## config.mk

```make
export PLATFORM = sky130hd
export DESIGN_NAME = johnson_phase_tracker
export DESIGN_NICKNAME = d
export VERILOG_FILES = /design/src/rtl/johnson_pkg.sv /design/src/rtl/johnson_code_decode.sv /design/src/rtl/johnson_phase_tracker.sv
export SDC_FILE = /design/constraint.sdc
export NUM_CORES = 1
export LEC_CHECK = 0
export ABC_AREA = 0
export ABC_CLOCK_PERIOD_IN_PS = 3300
export BUFFER_PORTS_ARGS = -buffer_cell sky130_fd_sc_hd__buf_2
export CAP_MARGIN = 5
export CORE_ASPECT_RATIO = 0.8
export CORE_MARGIN = 5
export CORE_UTILIZATION = 30
export CTS_CLUSTER_DIAMETER = 50
export DETAILED_ROUTE_END_ITERATION = 7
export GPL_ROUTABILITY_DRIVEN = 0
export PLACE_DENSITY = 0.51
export RECOVER_POWER = 25
export SKIP_LAST_GASP = 1
export SYNTH_ARGS = -nofsm -noshare
export SYNTH_HDL_FRONTEND = slang
export SYNTH_SLANG_ARGS = --single-unit
```

## constraint.sdc

```tcl
create_clock -name clk -period 3.3 [get_ports clk]
set_input_delay 0.33 -clock clk [delete_from_list [all_inputs] [get_ports clk]]
set_output_delay 0.33 -clock clk [all_outputs]
set_load 0.1 [all_outputs]
```

## src/rtl/johnson_pkg.sv

```systemverilog
// Shared constants for the Johnson phase tracker: phase count, the legal
// 4-bit Johnson codes in phase order, tracker state encoding and a helper.
package johnson_pkg;

  localparam int unsigned PHASES = 8;

  // Legal codes {q3,q2,q1,q0}, listed in phase-index order 0..7.
  localparam logic [3:0] CODE_P0 = 4'b0000;
  localparam logic [3:0] CODE_P1 = 4'b0001;
  localparam logic [3:0] CODE_P2 = 4'b0011;
  localparam logic [3:0] CODE_P3 = 4'b0111;
  localparam logic [3:0] CODE_P4 = 4'b1111;
  localparam logic [3:0] CODE_P5 = 4'b1110;
  localparam logic [3:0] CODE_P6 = 4'b1100;
  localparam logic [3:0] CODE_P7 = 4'b1000;

  // Tracker state encoding; LOCKED doubles as the lock indicator bit.
  localparam logic [0:0] ST_SYNC   = 1'b0;
  localparam logic [0:0] ST_LOCKED = 1'b1;

  // One-hot expansion of a 3-bit phase index.
  function automatic logic [7:0] idx_to_onehot(input logic [2:0] idx);
    return 8'd1 << idx;
  endfunction

endpackage

```

## src/rtl/johnson_code_decode.sv

```systemverilog
// Combinational Johnson code decoder: maps a 4-bit code to its phase
// index and flags whether the code belongs to the legal 8-state set.
module johnson_code_decode
  import johnson_pkg::*;
(
  input  logic [3:0] q,
  output logic [2:0] idx,
  output logic       legal
);

  // Table lookup of the eight legal codes; anything else is illegal.
  always_comb begin
    idx   = 3'd0;
    legal = 1'b1;
    case (q)
      CODE_P0: idx = 3'd0;
      CODE_P1: idx = 3'd1;
      CODE_P2: idx = 3'd2;
      CODE_P3: idx = 3'd3;
      CODE_P4: idx = 3'd4;
      CODE_P5: idx = 3'd5;
      CODE_P6: idx = 3'd6;
      CODE_P7: idx = 3'd7;
      default: begin
        idx   = 3'd0;
        legal = 1'b0;
      end
    endcase
  end

endmodule

```

## src/rtl/johnson_phase_tracker.sv

```systemverilog
// Johnson phase tracker: decodes the upstream Johnson counter, checks the
// code sequence, locks after LOCK_CNT consecutive successors, counts
// revolutions while locked and reports illegal codes / sequence breaks.
module johnson_phase_tracker
  import johnson_pkg::*;
#(
  parameter int unsigned LOCK_CNT   = 4,
  parameter int unsigned REV_W      = 8,
  parameter int unsigned ALLOW_HOLD = 0
) (
  input  logic             clk,
  input  logic             rst,
  input  logic             en,
  input  logic [3:0]       q,
  input  logic             clr_err,
  output logic [2:0]       phase_idx,
  output logic [7:0]       phase_oh,
  output logic             locked,
  output logic             wrap,
  output logic [REV_W-1:0] rev_cnt,
  output logic             illegal,
  output logic             seq_err,
  output logic             err_sticky
);

  localparam logic [3:0] LOCK_CNT_C   = 4'(LOCK_CNT);
  localparam logic       ALLOW_HOLD_C = (ALLOW_HOLD != 0);

  logic [2:0]       dec_idx_s;
  logic             dec_legal_s;
  logic [2:0]       succ_idx_s;
  logic             is_succ_s;
  logic             is_hold_s;
  logic [4:0]       cnt_inc_s;

  logic [0:0]       state_r,      state_s;
  logic [3:0]       cnt_r,        cnt_s;
  logic             prev_valid_r, prev_valid_s;
  logic [2:0]       phase_idx_r,  phase_idx_s;
  logic [7:0]       phase_oh_r,   phase_oh_s;
  logic             wrap_r,       wrap_s;
  logic [REV_W-1:0] rev_cnt_r,    rev_cnt_s;
  logic             illegal_r,    illegal_s;
  logic             seq_err_r,    seq_err_s;
  logic             err_sticky_r, err_sticky_s;

  johnson_code_decode u_decode (
    .q     (q),
    .idx   (dec_idx_s),
    .legal (dec_legal_s)
  );

  // Successor/hold classification against the stored reference phase.
  always_comb begin
    succ_idx_s = phase_idx_r + 3'd1;
    is_succ_s  = (dec_idx_s == succ_idx_s);
    is_hold_s  = (dec_idx_s == phase_idx_r);
    cnt_inc_s  = {1'b0, cnt_r} + 5'd1;
  end

  // Next-state logic for sequence tracking, lock, revolutions and errors.
  always_comb begin
    state_s      = state_r;
    cnt_s        = cnt_r;
    prev_valid_s = prev_valid_r;
    phase_idx_s  = phase_idx_r;
    phase_oh_s   = phase_oh_r;
    rev_cnt_s    = rev_cnt_r;
    wrap_s       = 1'b0;
    illegal_s    = 1'b0;
    seq_err_s    = 1'b0;

    if (en) begin
      if (!dec_legal_s) begin
        // Illegal code: drop lock and reference, keep last good index.
        illegal_s    = 1'b1;
        phase_oh_s   = 8'd0;
        state_s      = ST_SYNC;
        cnt_s        = 4'd0;
        prev_valid_s = 1'b0;
      end else if (!prev_valid_r) begin
        // First legal code after reset/illegal only sets the reference.
        phase_idx_s  = dec_idx_s;
        phase_oh_s   = idx_to_onehot(dec_idx_s);
        prev_valid_s = 1'b1;
        cnt_s        = 4'd0;
        state_s      = ST_SYNC;
      end else if (is_hold_s && ALLOW_HOLD_C) begin
        // Tolerated repeat: nothing changes.
        state_s = state_r;
      end else if (is_succ_s) begin
        phase_idx_s = dec_idx_s;
        phase_oh_s  = idx_to_onehot(dec_idx_s);
        case (state_r)
          ST_SYNC: begin
            if (cnt_inc_s >= {1'b0, LOCK_CNT_C}) begin
              cnt_s   = LOCK_CNT_C;
              state_s = ST_LOCKED;
            end else begin
              cnt_s = cnt_inc_s[3:0];
            end
          end
          ST_LOCKED: begin
            if (phase_idx_r == 3'd7) begin
              wrap_s    = 1'b1;
              rev_cnt_s = rev_cnt_r + REV_W'(1);
            end else begin
              wrap_s = 1'b0;
            end
          end
          default: begin
            state_s = ST_SYNC;
            cnt_s   = 4'd0;
          end
        endcase
      end else begin
        // Legal but out of sequence: restart from the new reference.
        phase_idx_s = dec_idx_s;
        phase_oh_s  = idx_to_onehot(dec_idx_s);
        seq_err_s   = (state_r == ST_LOCKED);
        state_s     = ST_SYNC;
        cnt_s       = 4'd0;
      end
    end else begin
      state_s = state_r;
    end

    // A new error on the same edge as clr_err keeps the flag set.
    if (illegal_s || seq_err_s) begin
      err_sticky_s = 1'b1;
    end else if (clr_err) begin
      err_sticky_s = 1'b0;
    end else begin
      err_sticky_s = err_sticky_r;
    end
  end

  // State and output registers with synchronous reset.
  always_ff @(posedge clk) begin
    if (rst) begin
      state_r      <= ST_SYNC;
      cnt_r        <= 4'd0;
      prev_valid_r <= 1'b0;
      phase_idx_r  <= 3'd0;
      phase_oh_r   <= 8'd0;
      wrap_r       <= 1'b0;
      rev_cnt_r    <= '0;
      illegal_r    <= 1'b0;
      seq_err_r    <= 1'b0;
      err_sticky_r <= 1'b0;
    end else begin
      state_r      <= state_s;
      cnt_r        <= cnt_s;
      prev_valid_r <= prev_valid_s;
      phase_idx_r  <= phase_idx_s;
      phase_oh_r   <= phase_oh_s;
      wrap_r       <= wrap_s;
      rev_cnt_r    <= rev_cnt_s;
      illegal_r    <= illegal_s;
      seq_err_r    <= seq_err_s;
      err_sticky_r <= err_sticky_s;
    end
  end

  assign phase_idx  = phase_idx_r;
  assign phase_oh   = phase_oh_r;
  assign locked     = (state_r == ST_LOCKED);
  assign wrap       = wrap_r;
  assign rev_cnt    = rev_cnt_r;
  assign illegal    = illegal_r;
  assign seq_err    = seq_err_r;
  assign err_sticky = err_sticky_r;

endmodule

```

==> impl_metrics.ini, run 1 <==
[die]
die_x_um = 89.8
dieArea_um2 = 6630
die_h_um = 73.8
core_um2 = 4980
initial_core_util = 0.307
ios = 32
row_count = 23

[timing]
setup_viol = 0
finalHoldViolCount = 0
slew_viol_final = 0
fmax_mhz = 384
final.setup.worst_slack_ns = 0.697
final.setup.tns_ns = 0
period_minus_slack_ns = 2.60
rsz0062_at_grt = no
fin_crit_sh = 0.789
relSlewSlack = 0.221
tightest_slew_ns = 1.17
skew_ns = 0.00880

[yosys]
synth_ff_type = dfxtp_1
synthXorXnorAreaFrac = 0.0287
ys_ff_latch = 29
synth-compound-area-share = 0.147
yosys.area_share.simple = 0.269
syn_inst = 178
syn_area_um2 = 1530
synthTopCellsByArea = dfxtp_1, a21oi_1, nand2_1
ys.warnings.count = 0
ys_async_sr_fraction = 0
muxShareOfSynthArea = 0.0713
synth_common_cells = dfxtp_1, nand2_1, a21oi_1
synth_edf_count = 0
synth_cell_types = 46
avgSynthCellArea_um2 = 8.58
synthAdderAreaFrac = 0.0410
synth_top_family_by_area = simple AND/OR/NAND/NOR gates
synth_top_area_cell = dfxtp_1
synth_seq_area_share = 0.380
yosysMostFrequentCell = dfxtp_1
syn-num-nets = 191
yosys.area.top_type_share = 0.380

[detailed_routing]
post_drt_wl_per_cell_um = 13.8
drc = 0
drt_iter0_markers = 57
wirelength_um = 3710
final_antenna_net_count = 0
first_pass_iters = 4
vias_per_cell = 5.10
vias = 1371

[clock_tree]
htree_levels = 2
clk_pin_slew_ns = 0.07
post_cts_buffers = 0
cts-resized-gates = 0
holdBufCountCts = 0
cts_tree = yes
clockRootBuffer = clkbuf_8
numCtsBuffers = 5
worstSkewPairLatency_ns = 0.28
clockBufferDepth = 2
cts_num_sinks = 29

[worst_setup_path]
cp_cell_sequence = clkbuf_1 > mux2_2 > mux2i_1 > nand2_2 > nor4_1 > mux2_2
r2r_start = phase_idx[0]$_SDFFE_PP0P_
crit_cells = 6
crit_required_ns = 3.46
critical_path_arrival_ns = 2.77
slowest_stage = mux2i_1
worstSetupEndpointType = register
r2r_end = rev_cnt[7]$_SDFFE_PP0P_
rr_worst_depth = 8
path_buf_inv = 1
worstSetupEndpoint = rev_cnt[7]$_SDFFE_PP0P_
critPathMaxStageDelay_ns = 0.55
crit_top_cell = mux2_2
critPathLaunch = q[0]
path_max_fanout = 13
crit_family = multiplexers
path_class = in -> reg
r2r_setup_slack_ns = 0.75
start_kind = primary input

[placed_design]
portBuffers = 31
dpl_cell_area_um2 = 1710
placed_cells = 261
dp_hpwl_um = 2590
place_worst_setup_slack_ns = 0.765

[hold_path]
min-delay-start = clr_err
hp-class = in -> reg

[final_layout]
drive_gt1_frac = 0.222
area_delta_synth_final_pct = 18.6
final_area_um2 = 1810
fin_cells = 269
antennaDiodeCount = 0
fin_nets = 219

[run]
maxCapViolCount = 0

[grt]
grt_max_degree = 34
grt_overflow = 0
grt_first_pass_wirelength_um = 6150
track_usage = 0.116
grt_pass1_vias = 1287
antenna_found_initial = 0

[run_status]
status = finished clean

[power_and_ir_drop]
power_density_nw_per_um2 = 481
p_leak_nw = 0.727
ir_worst_vdd_v = 0.000321
finalPower_mw = 0.871
[where the power goes]
group	switching, mW	internal [mW]
registers	0.00439	0.356
logic	0.0934	0.0316
clock network	0.140	0.245
[cells in the final DEF, fill, tap and decap left out, drive strengths merged, types with 4 or more instances in the layout]
master,n
dfxtp,29
buf,29
nand2,20
a21oi,17
nor2,14
clkbuf,10
nor3,8
inv,6
nor4,5
mux2,5
nand4,5
ha,5
mux2i,4
or4,4
o21ai,4
nand3,4
[worst min path at each step]
stage,end,cells past startpoint,slack (ns)
finish,err_sticky$_SDFFE_PP0P_,3,0.37
global placement,phase_oh[0]$_SDFFE_PP0P_,2,0.45
global route,err_sticky$_SDFFE_PP0P_,3,0.39
floorplan,cnt_r[2]$_SDFFE_PP0P_,1,0.45
CTS,err_sticky$_SDFFE_PP0P_,3,0.36
detailed placement,phase_oh[0]$_SDFFE_PP0P_,2,0.45
[registers in the layout, summed over array words and instances (netlist names)]
| signal | cells |
|---|---|
| phase_oh | 8 |
| rev_cnt | 8 |
| cnt_r | 4 |
| phase_idx | 3 |
| err_sticky | 1 |
| illegal | 1 |
| locked | 1 |
| prev_valid_r | 1 |
| seq_err | 1 |
| wrap | 1 |
[per-stage QoR]
stage	hold slack, ns	util
5_1_grt	0.394	0.364
4_1_cts	0.357	0.367
3_5_place_dp	0.447	0.343
6_report	0.371	0.364
3_3_place_gp	0.446	0.343
2_1_floorplan	0.446	-
[routing by layer]
metal / vias up / part of all wire / GRT usage / wire length (um)
met3: 2 / 0.053 / 0.0430 / 197
met4: 0 / 0.0051 / 0.0352 / 19
met1: 634 / 0.49 / 0.155 / 1820
li1: 697 / - / - / -
met5: - / 0 / 0 / 0
met2: 38 / 0.45 / 0.175 / 1660
[worst register-to-register path, cell delays in order, from the launching register on]
cell	delay [ns]
dfxtp_1	0.34
ha_1	0.21
ha_1	0.33
or3b_1	0.38
a21oi_1	0.18
o32ai_2	0.10
buf_4	0.18
nor4_1	0.34
mux2_2	0.37
[area by class of cell]
cell class	count	area, um2
fill	529	3170
timing repair buffer	33	165
sequential	29	581
inverter	6	22.5
clock inverter	2	37.5
multi-input combinational	131	846
tap	62	77.6
clock buffer	6	82.6
[logic make-up (layout without fill, tap and decap cells)]
family / after synthesis / count (layout)
simple gates: 77 / 77
compound gates: 35 / 35
flops: 29 / 29
buf+inv: 18 / 47
mux: 9 / 9
fa+ha+maj: 5 / 5
xor+xnor: 5 / 5
No activity file was read; power rests on OpenSTA's default activity.
==> inputs of run 2 (changes only) <==
--- a/config.mk
+++ b/config.mk
@@ -6,7 +6,7 @@
 export NUM_CORES = 1
 export LEC_CHECK = 0
 export ABC_AREA = 0
-export ABC_CLOCK_PERIOD_IN_PS = 3300
+export ABC_CLOCK_PERIOD_IN_PS = 2640
 export BUFFER_PORTS_ARGS = -buffer_cell sky130_fd_sc_hd__buf_2
 export CAP_MARGIN = 5
 export CORE_ASPECT_RATIO = 0.8
==> constraint.sdc (replaced) <==
create_clock -name clk -period 2.64 [get_ports clk]
set_input_delay 0.264 -clock clk [delete_from_list [all_inputs] [get_ports clk]]
set_output_delay 0.264 -clock clk [all_outputs]
set_load 0.1 [all_outputs]
==> run 2 against run 1 <==
  * Sequential share of layout area decreased by 0.67 points
  * Register-to-register slack worse by 0.64 ns
  * Wire length is 3.2% lower
  * Clock power increased by 2%
  * Combinational power is 41% higher
  * Design area up 3.7%
  * Core utilization up 1.3 points
  * Total power up 17%
  * Sequential power increased by 24%
  * Global-route usage fell by 0.65 points
  * Hold slack got worse by 0.076 ns
  * Cell count is 1.9% higher
  * Critical path type is now reg -> reg
==> impl_metrics.ini, run 2 (synthesis gave the netlist of run 1 again) <==
[final_layout]
antennaDiodeCount = 0
drive_gt1_frac = 0.264
final_area_um2 = 1880
layout_common_cells = dfxtp_1, buf_2, nand2_1
fin_util = 0.377
fin_cells = 274
fin_nets = 224
area_delta_synth_final_pct = 22.9

[clock_tree]
htree_levels = 2
clockBufferDepth = 2
clockRootBuffer = clkbuf_8
holdBufCountCts = 0
worstSkewPairLatency_ns = 0.27
cts_tree = yes
clk_pin_slew_ns = 0.06
numCtsBuffers = 5
cts_num_sinks = 29

[timing]
final.setup.tns_ns = 0
tightest_slew_ns = 1.16
skew_ns = 0.00584
fin_crit_sh = 0.958
finalHoldViolCount = 0
final.setup.worst_slack_ns = 0.112
period_minus_slack_ns = 2.53
fmax_mhz = 396
relSlewSlack = 0.228
setup_viol = 0
rsz0062_at_grt = no
hold_ws_ns = 0.294
slew_viol_final = 0

[grt]
antenna_found_initial = 0
track_usage = 0.109
grt_max_degree = 34
grt_first_pass_wirelength_um = 5780
grt_overflow = 0
grt_pass1_vias = 1241

[placed_design]
place_worst_setup_slack_ns = -0.110
dpl_cell_area_um2 = 1730
dp_hpwl_um = 2490
placed_cells = 263
portBuffers = 31

[die]
ios = 32
die_x_um = 89.8
core_um2 = 4980
initial_core_util = 0.307
dieArea_um2 = 6630
die_h_um = 73.8
row_count = 23

[power_and_ir_drop]
p_leak_nw = 0.743
ir_worst_vdd_v = 0.000284
power_density_nw_per_um2 = 542
finalPower_mw = 1.02

[detailed_routing]
final_antenna_net_count = 0
drc = 0
wirelength_um = 3590
post_drt_wl_per_cell_um = 13.1
drt_iter0_markers = 55
vias_per_cell = 4.97
vias = 1361
first_pass_iters = 4

[worst_setup_path]
path_max_fanout = 16
crit_required_ns = 2.84
start_kind = register
path_class = reg -> reg
crit_family = simple AND/OR/NAND/NOR gates
critical_path_arrival_ns = 2.73
critPathMaxStageDelay_ns = 0.49
cp_cell_sequence = ha_1 > ha_2 > or3b_1 > a21oi_2 > o32ai_4 > buf_4 > or4_1 > a21oi_1
slowest_stage = or4_1
worstSetupEndpointType = register
path_buf_inv = 1

[run]
maxCapViolCount = 0

[hold_path]
hp-class = in -> reg

[run_status]
status = finished clean
run 2: cell type report:
type / count / area (um2)
clock inverter: 1 / 5.00
fill: 538 / 3100
inverter: 6 / 22.5
multi-input combinational: 131 / 886
clock buffer: 7 / 96.3
sequential: 29 / 589
tap: 62 / 77.6
timing repair buffer: 38 / 201
run 2: power by group:
group / total, mW / switching, mW / internal (mW)
registers: 0.449 / 0.00448 / 0.445
logic: 0.176 / 0.123 / 0.0525
clock network: 0.394 / 0.159 / 0.235
total: 1.02 / 0.287 / 0.732
run 2: worst register-to-register path: cells and delay by family (launching register included):
kind | cells | cell delay (ns)
adder cells (fa/ha/maj) | 2 | 0.51
AND/OR/NAND/NOR | 2 | 0.89
AO/OA/AOI/OAI | 3 | 0.53
flip-flops | 1 | 0.34
buffers and inverters | 1 | 0.20
run 2: what timing repair did:
item                                   in CTS  in global routing
endpoints found under the hold margin       0                  0
setup endpoints to repair                   4                  2
pin swaps                                   0                  1
cloned                                      0                  0
setup buffers                               0                  3
gates resized for setup                     2                  3
run 2: metal layers:
layer | vias up | track usage | share of wire
li1 | 711 | - | -
met1 | 616 | 0.138 | 0.49
met2 | 32 | 0.173 | 0.45
met3 | 2 | 0.0368 | 0.051
met4 | 0 | 0.0453 | 0.0089
met5 | - | 0 | 0
run 2: final timing paths:
path	startpoint	to	slack, ns	cells past startpoint
max	phase_idx[0]$_SDFFE_PP0P_	rev_cnt[6]$_SDFFE_PP0P_	0.11	8
min	clr_err	err_sticky$_SDFFE_PP0P_	0.29	3
max reg2reg	phase_idx[0]$_SDFFE_PP0P_	rev_cnt[6]$_SDFFE_PP0P_	0.11	8
min reg2reg	phase_oh[0]$_SDFFE_PP0P_	phase_oh[0]$_SDFFE_PP0P_	0.45	2
